--- config.mk ---
export PLATFORM = sky130hd
export DESIGN_NAME = charging_result_fifo
export DESIGN_NICKNAME = d
export VERILOG_FILES = /design/src/rtl/chg_pkg.sv /design/src/rtl/chg_fifo_mem.sv /design/src/rtl/charging_result_fifo.sv
export SDC_FILE = /design/constraint.sdc
export NUM_CORES = 2
export LEC_CHECK = 0
export CORE_ASPECT_RATIO = 0.7
export CORE_UTILIZATION = 40
export CTS_CLUSTER_SIZE = 10
export DETAILED_ROUTE_END_ITERATION = 16
export DONT_BUFFER_PORTS = 1
export GPL_ROUTABILITY_DRIVEN = 1
export SLEW_MARGIN = 20
export SYNTH_ARGS = -nofsm -noshare
export SYNTH_HDL_FRONTEND = slang
export SYNTH_SLANG_ARGS = --single-unit
--- constraint.sdc ---
create_clock -name asclk -period 26.4 [get_ports asclk]
set_input_delay 0 -clock asclk [delete_from_list [all_inputs] [get_ports asclk]]
set_output_delay 0 -clock asclk [all_outputs]
set_load 0.005 [all_outputs]
--- src/rtl/chg_pkg.sv ---
// rtl/chg_pkg.sv - charging result field widths, policy encodings, entry struct and helpers
package chg_pkg;

  localparam int CHG_ID_W     = 96;
  localparam int CHG_LEN_W    = 16;
  localparam int CHG_POL_W    = 3;
  localparam int CHG_REP_W    = 22;
  localparam int CHG_CNT_ID_W = 14;
  localparam int CHG_THR_W    = 6;
  localparam int CHG_RESULT_W = 139;

  localparam logic [CHG_POL_W-1:0] CHG_POL_DROP = 3'd1;
  localparam logic [CHG_POL_W-1:0] CHG_POL_HOST = 3'd2;
  localparam logic [CHG_POL_W-1:0] CHG_POL_FWD  = 3'd4;

  typedef struct packed {
    logic [CHG_REP_W-CHG_THR_W-CHG_CNT_ID_W-1:0] rsvd;
    logic [CHG_THR_W-1:0]                        thr_en;
    logic [CHG_CNT_ID_W-1:0]                     cnt_id;
  } chg_report_t;

  typedef struct packed {
    logic [CHG_ID_W-1:0]  pkt_id;
    logic [CHG_LEN_W-1:0] pkt_len;
    logic [CHG_POL_W-1:0] cnt_policy;
    chg_report_t          cnt_report;
    logic                 ul;
    logic                 cnt_en;
  } chg_result_t;

  function automatic logic [31:0] chg_sat_inc(input logic [31:0] v);
    return (v == 32'hFFFF_FFFF) ? v : v + 32'd1;
  endfunction

endpackage

--- src/rtl/chg_fifo_mem.sv ---
// rtl/chg_fifo_mem.sv - DEPTH x 139 result storage, synchronous write, asynchronous read
module chg_fifo_mem
  import chg_pkg::*;
#(
  parameter int DEPTH = 16,
  parameter int AW    = $clog2(DEPTH)
) (
  input  logic                    asclk,
  input  logic                    wr_en,
  input  logic [AW-1:0]           wr_addr,
  input  logic [CHG_RESULT_W-1:0] wr_data,
  input  logic [AW-1:0]           rd_addr,
  output logic [CHG_RESULT_W-1:0] rd_data
);

  logic [CHG_RESULT_W-1:0] mem [DEPTH];

  always_ff @(posedge asclk) begin
    if (wr_en) begin
      mem[wr_addr] <= wr_data;
    end
  end

  assign rd_data = mem[rd_addr];

endmodule

--- src/rtl/charging_result_fifo.sv ---
// rtl/charging_result_fifo.sv - FWFT elastic buffer for charging results
// Statistics counters are built only when CHG_RESULT_FIFO_STATS_EN is defined.
module charging_result_fifo
  import chg_pkg::*;
#(
  parameter int DEPTH = 16,
  parameter int AW    = $clog2(DEPTH)
) (
  input  logic                 asclk,
  input  logic                 aresetn,
  input  logic [CHG_ID_W-1:0]  in_pkt_id,
  input  logic [CHG_LEN_W-1:0] in_pkt_len,
  input  logic [CHG_POL_W-1:0] in_cnt_policy,
  input  logic [CHG_REP_W-1:0] in_cnt_report,
  input  logic                 in_ul,
  input  logic                 in_cnt_en,
  input  logic                 in_vld,
  output logic                 in_rdy,
  output logic [CHG_ID_W-1:0]  out_pkt_id,
  output logic [CHG_LEN_W-1:0] out_pkt_len,
  output logic [CHG_POL_W-1:0] out_cnt_policy,
  output logic [CHG_REP_W-1:0] out_cnt_report,
  output logic                 out_ul,
  output logic                 out_cnt_en,
  output logic                 out_vld,
  input  logic                 out_rdy,
  output logic [AW:0]          level,
  output logic [31:0]          stall_count,
  output logic [AW:0]          peak_level,
  output logic [31:0]          drop_pkts,
  output logic [31:0]          host_pkts,
  output logic [31:0]          fwd_pkts,
  output logic                 policy_err
);

  logic [AW:0]             wr_ptr, rd_ptr, wr_ptr_nxt, rd_ptr_nxt;
  logic [AW:0]             level_q;
  logic                    in_rdy_q;
  logic                    push, pop, empty, full_nxt;
  chg_result_t             wr_entry, rd_entry;
  logic [CHG_RESULT_W-1:0] rd_bits;

  assign empty   = (wr_ptr == rd_ptr);
  assign out_vld = !empty;
  assign in_rdy  = in_rdy_q;
  assign level   = level_q;
  assign push    = in_vld && in_rdy_q;
  assign pop     = out_vld && out_rdy;

  assign wr_ptr_nxt = wr_ptr + {{AW{1'b0}}, push};
  assign rd_ptr_nxt = rd_ptr + {{AW{1'b0}}, pop};
  // in_rdy is registered from next-state fullness so out_rdy never reaches it combinationally
  assign full_nxt   = (wr_ptr_nxt[AW-1:0] == rd_ptr_nxt[AW-1:0]) &&
                      (wr_ptr_nxt[AW] != rd_ptr_nxt[AW]);

  always_ff @(posedge asclk) begin
    if (!aresetn) begin
      wr_ptr   <= '0;
      rd_ptr   <= '0;
      in_rdy_q <= 1'b0;
      level_q  <= '0;
    end else begin
      wr_ptr   <= wr_ptr_nxt;
      rd_ptr   <= rd_ptr_nxt;
      in_rdy_q <= !full_nxt;
      if (push && !pop) begin
        level_q <= level_q + {{AW{1'b0}}, 1'b1};
      end else if (pop && !push) begin
        level_q <= level_q - {{AW{1'b0}}, 1'b1};
      end
    end
  end

  assign wr_entry.pkt_id     = in_pkt_id;
  assign wr_entry.pkt_len    = in_pkt_len;
  assign wr_entry.cnt_policy = in_cnt_policy;
  assign wr_entry.cnt_report = chg_report_t'(in_cnt_report);
  assign wr_entry.ul         = in_ul;
  assign wr_entry.cnt_en     = in_cnt_en;

  chg_fifo_mem #(
    .DEPTH (DEPTH),
    .AW    (AW)
  ) u_mem (
    .asclk   (asclk),
    .wr_en   (push),
    .wr_addr (wr_ptr[AW-1:0]),
    .wr_data (wr_entry),
    .rd_addr (rd_ptr[AW-1:0]),
    .rd_data (rd_bits)
  );

  assign rd_entry       = chg_result_t'(rd_bits);
  assign out_pkt_id     = rd_entry.pkt_id;
  assign out_pkt_len    = rd_entry.pkt_len;
  assign out_cnt_policy = rd_entry.cnt_policy;
  assign out_cnt_report = rd_entry.cnt_report;
  assign out_ul         = rd_entry.ul;
  assign out_cnt_en     = rd_entry.cnt_en;

`ifdef CHG_RESULT_FIFO_STATS_EN
  logic [31:0] stall_q, drop_q, host_q, fwd_q;
  logic [AW:0] peak_q;
  logic        perr_q;

  always_ff @(posedge asclk) begin
    if (!aresetn) begin
      stall_q <= '0;
      drop_q  <= '0;
      host_q  <= '0;
      fwd_q   <= '0;
      peak_q  <= '0;
      perr_q  <= 1'b0;
    end else begin
      if (in_vld && !in_rdy_q) begin
        stall_q <= chg_sat_inc(stall_q);
      end
      if (level_q > peak_q) begin
        peak_q <= level_q;
      end
      if (push) begin
        case (in_cnt_policy)
          CHG_POL_DROP: drop_q <= chg_sat_inc(drop_q);
          CHG_POL_HOST: host_q <= chg_sat_inc(host_q);
          CHG_POL_FWD:  fwd_q  <= chg_sat_inc(fwd_q);
          default:      perr_q <= 1'b1;
        endcase
      end
    end
  end

  assign stall_count = stall_q;
  assign peak_level  = peak_q;
  assign drop_pkts   = drop_q;
  assign host_pkts   = host_q;
  assign fwd_pkts    = fwd_q;
  assign policy_err  = perr_q;
`else
  assign stall_count = '0;
  assign peak_level  = '0;
  assign drop_pkts   = '0;
  assign host_pkts   = '0;
  assign fwd_pkts    = '0;
  assign policy_err  = 1'b0;
`endif

endmodule

==> impl_metrics.ini <==
[clock_network]
tritoncts = yes
cts_resized = 0
post_cts_setup_buffers = 0
tritoncts.num_buffers = 268
clk_transition_reported_paths_ns = 0.06
clock_tree.htree_level_count = 5
cts.sinks = 2240
clk_path_buf_depth = 4
clock_tree.root_cell = sky130_fd_sc_hd__clkbuf_16
clock_latency_on_the_worst_skew_pair_ns = 0.81

[sta]
timing.final.setup_violations = 0
worst_slew_pin_slew_ns = 1.07
grt_setup_unrepaired = no
layout_worst_path_cycle_share_pct = 22.4
slew_headroom_pct = 28.6
maxSlewViolCount = 0
finClkSkew_ns = 0.0402
finalWorstPathRequiredPeriod_ns = 5.91
fmax_mhz = 169
fin_setup_tns_ns = 0
hold_viol_final = 0

[logic_synthesis]
yosys.area_share.adder_pct = 0.155
syn_avg_cell_area_um2 = 25.6
post_synth_instance_area_um2 = 85300
synth-compound-area-share_pct = 0.0528
ys.warnings.count = 0
post-synth-top-count-cell = sky130_fd_sc_hd__edfxtp_1
synth.largest_area_cell = sky130_fd_sc_hd__edfxtp_1
yosys.area.top_type_share_pct = 78.3
synth_enable_flop_cells = 2224
synth_xor_xnor_area_share_pct = 0.195
main_combinational_cell_family_by_area_after_synthesis = multiplexers
synth.yosys.seq_area_share_pct = 78.6
postSynth.topFlopCell = sky130_fd_sc_hd__edfxtp_1
synth_top_cells_by_area = sky130_fd_sc_hd__edfxtp_1 78%, sky130_fd_sc_hd__mux4_2 18%, sky130_fd_sc_hd__buf_4 1.5%, sky130_fd_sc_hd__dfxtp_1 0.38%, sky130_fd_sc_hd__clkbuf_1 0.30%
synth_commonest_cells = 2,224 x sky130_fd_sc_hd__edfxtp_1, 695 x sky130_fd_sc_hd__mux4_2, 175 x sky130_fd_sc_hd__buf_4
synthSimpleGateAreaFrac_pct = 0.336
post_synth_inst_count = 3328
synth_async_sr_flop_share_pct = 0
post_synth_num_cell_types = 30
synth_mux_area_share_pct = 18.4
synth.ff_latch_count = 2240

[die]
row_count = 141
floorplan.io_pins = 423
start_util_pct = 40.3
fp.dieW_um = 554
core_area_um2 = 212000
chipHeight_um = 388
die_area_um2 = 215000

[global_routing]
grt-ovfl-total = 0
wire_length_of_the_first_global_routing_pass_um = 277000
antenna_found_initial = 17
grt_pass1_vias = 37817
groute.usage.overall_pct = 17.8
grt_start_max_net_pins = 130

[setup_path]
critPathCaptureType = primary output
critPathRequiredTime_ns = 26.40
rr_endpoint = level[3]$_SDFFE_PN0P_
regToRegSetupSlack_ns = 22.83
ff2ff_path_depth = 13
critical_path.reg2reg.startpoint = rd_ptr[3]$_SDFF_PN0_
kind_of_start_point_of_the_critical_path = flip-flop
cp.arrival_ns = 5.91
worstSetupPathType = reg -> out
crit_path_max_fanout = 46

[drt]
wire_per_inst_um = 29.7
overall_routed_net_length_um = 193000
post_drt_via_cell_ratio = 5.60
drt_iter0_markers = 3565
detailroute.via_count = 36409
drtAntennaViolNets = 0
drc_violation_count_after_routing = 0
router_iterations_before_antenna_repair = 5

[power]
ir_drop_uv = 65.3
power.leakage_nw = 29.1
post_route_total_power_mw = 7.73
power_density_nw_per_um2 = 79.7

[hold_path]
worst_hold_path.endpoint = u_mem.mem[5][88]$_DFFE_PP_
worstHoldStart = in_pkt_id[45]
hp-class = in -> reg
whs_path_depth = 1

[placement]
finalWeightedCongestion = 0.697
buffer_ports.inserted = 0
hpwl_um = 89800

[cells_and_area]
n_fill_cell = 17100
drive_gt1_share_pct = 29.2
net_total_in_the_final_layout = 3803
area_growth_syn_to_layout_pct = 13.6

[outcome]
status = complete, no violations

[run]
timing.max_cap.violations = 0
area by class of cell:
type	count	area [um^2]	area share, %
antenna	6	15.0	0.0155
clock buffer	296	6920	7.13
clock inverter	28	393	0.405
inverter	4	15.0	0.0155
multi-input combinational	922	16900	17.4
sequential	2240	67100	69.2
tap	2788	3490	3.60
timing repair buffer	214	2130	2.19
power breakdown:
part           internal [mW]  leakage (nW)  total (mW)  switching, mW
clock                   1.86          3.58        3.21           1.34
sequential              3.94          20.2        3.95         0.0165
combinational          0.292          5.33       0.572          0.280
total                   6.09          29.1        7.73           1.64
worst max-delay path, cell delays in order, from the launching register on:
cell and delay [ns]:
sky130_fd_sc_hd__dfxtp_4 0.92, sky130_fd_sc_hd__buf_4 0.73, sky130_fd_sc_hd__buf_4 0.82, sky130_fd_sc_hd__buf_4 0.66, sky130_fd_sc_hd__buf_4 0.69, sky130_fd_sc_hd__mux4_2 0.61
sky130_fd_sc_hd__mux4_2 0.53
stage by stage:
| step | area [um^2] | worst slack, ns | instances | hold slack, ns | util [%] |
|---|---|---|---|---|---|
| finish | 97000 | 20.49 | 6498 | 0.159 | 45.8 |
| global route | 97000 | 19.87 | 6494 | 0.130 | 45.8 |
| CTS | 97000 | 20.11 | 6492 | 0.0790 | 45.8 |
| detailed placement | 88200 | 21.02 | 6025 | 0.0993 | 41.7 |
| global placement | 88200 | 21.10 | 6025 | 0.0994 | 41.7 |
| floorplan | 85800 | 15.09 | 3461 | 0.0989 | - |
state kept, by name (all words and copies together) (netlist names):
register	cells
rd_ptr	5
level	5
u_mem.mem	2224
wr_ptr	5
in_rdy	1
cells in the final DEF, fill, tap and decap left out, types with 3 or more instances in the layout:
cell and instances:
sky130_fd_sc_hd__clkinv_1 5, sky130_fd_sc_hd__clkinv_2 3, sky130_fd_sc_hd__nand2_1 7, sky130_fd_sc_hd__xnor2_1 4, sky130_fd_sc_hd__edfxtp_1 2224, sky130_fd_sc_hd__nor2b_1 5
sky130_fd_sc_hd__inv_6 5, sky130_fd_sc_hd__nand2b_1 3, sky130_fd_sc_hd__clkbuf_16 273, sky130_fd_sc_hd__o21ai_0 4, sky130_fd_sc_hd__buf_4 58, sky130_fd_sc_hd__inv_1 4
sky130_fd_sc_hd__and2_1 11, sky130_fd_sc_hd__dfxtp_1 12, sky130_fd_sc_hd__nor2_4 12, sky130_fd_sc_hd__conb_1 134, sky130_fd_sc_hd__diode_2 6, sky130_fd_sc_hd__xor2_1 15
sky130_fd_sc_hd__inv_16 8, sky130_fd_sc_hd__nor3_2 4, sky130_fd_sc_hd__ha_1 9, sky130_fd_sc_hd__nand3_1 7, sky130_fd_sc_hd__buf_12 13, sky130_fd_sc_hd__dfxtp_4 4
sky130_fd_sc_hd__clkbuf_1 23, sky130_fd_sc_hd__clkinv_8 4, sky130_fd_sc_hd__mux4_2 695, sky130_fd_sc_hd__dlygate4sd3_1 143
layer usage:
layer  vias up  share of wire, %  track usage, %
li1      14745                 -               -
met1     20035                43            25.2
met2      1301                48            28.3
met3       302               6.9            3.87
met4        26               2.1            4.32
met5         -             0.078               0
logic make-up (layout without fill, tap and decap cells):
| group | Yosys count | count (layout) |
|---|---|---|
| xor+xnor | 19 | 19 |
| simple gates | 55 | 55 |
| compound gates | 8 | 8 |
| flops | 2240 | 2240 |
| fa+ha+maj | 10 | 10 |
| other cells | 1 | 140 |
| mux | 696 | 696 |
| buf+inv | 299 | 542 |
timing repair:
| action | 4_1_cts | 5_1_grt |
|---|---|---|
| setup endpoints to repair | 0 | 0 |
| endpoints found under the hold margin | 2241 | 0 |
| hold buffers | 143 | 0 |
worst max-delay path by stage:
| stage | startpoint | to | slack, ns | cells after the start |
|---|---|---|---|---|
| finish | rd_ptr[0]$_SDFF_PN0_ | out_pkt_len[15] | 20.49 | 6 |
| global route | rd_ptr[0]$_SDFF_PN0_ | out_pkt_len[15] | 19.87 | 6 |
| global placement | rd_ptr[0]$_SDFF_PN0_ | out_pkt_len[15] | 21.10 | 6 |
| CTS | rd_ptr[0]$_SDFF_PN0_ | out_pkt_len[15] | 20.11 | 6 |
| detailed placement | rd_ptr[0]$_SDFF_PN0_ | out_pkt_len[15] | 21.02 | 6 |
| floorplan | in_rdy$_SDFF_PN0_ | u_mem.mem[0][0]$_DFFE_PP_ | 15.09 | 4 |
Power figures use the tool's default switching activity.
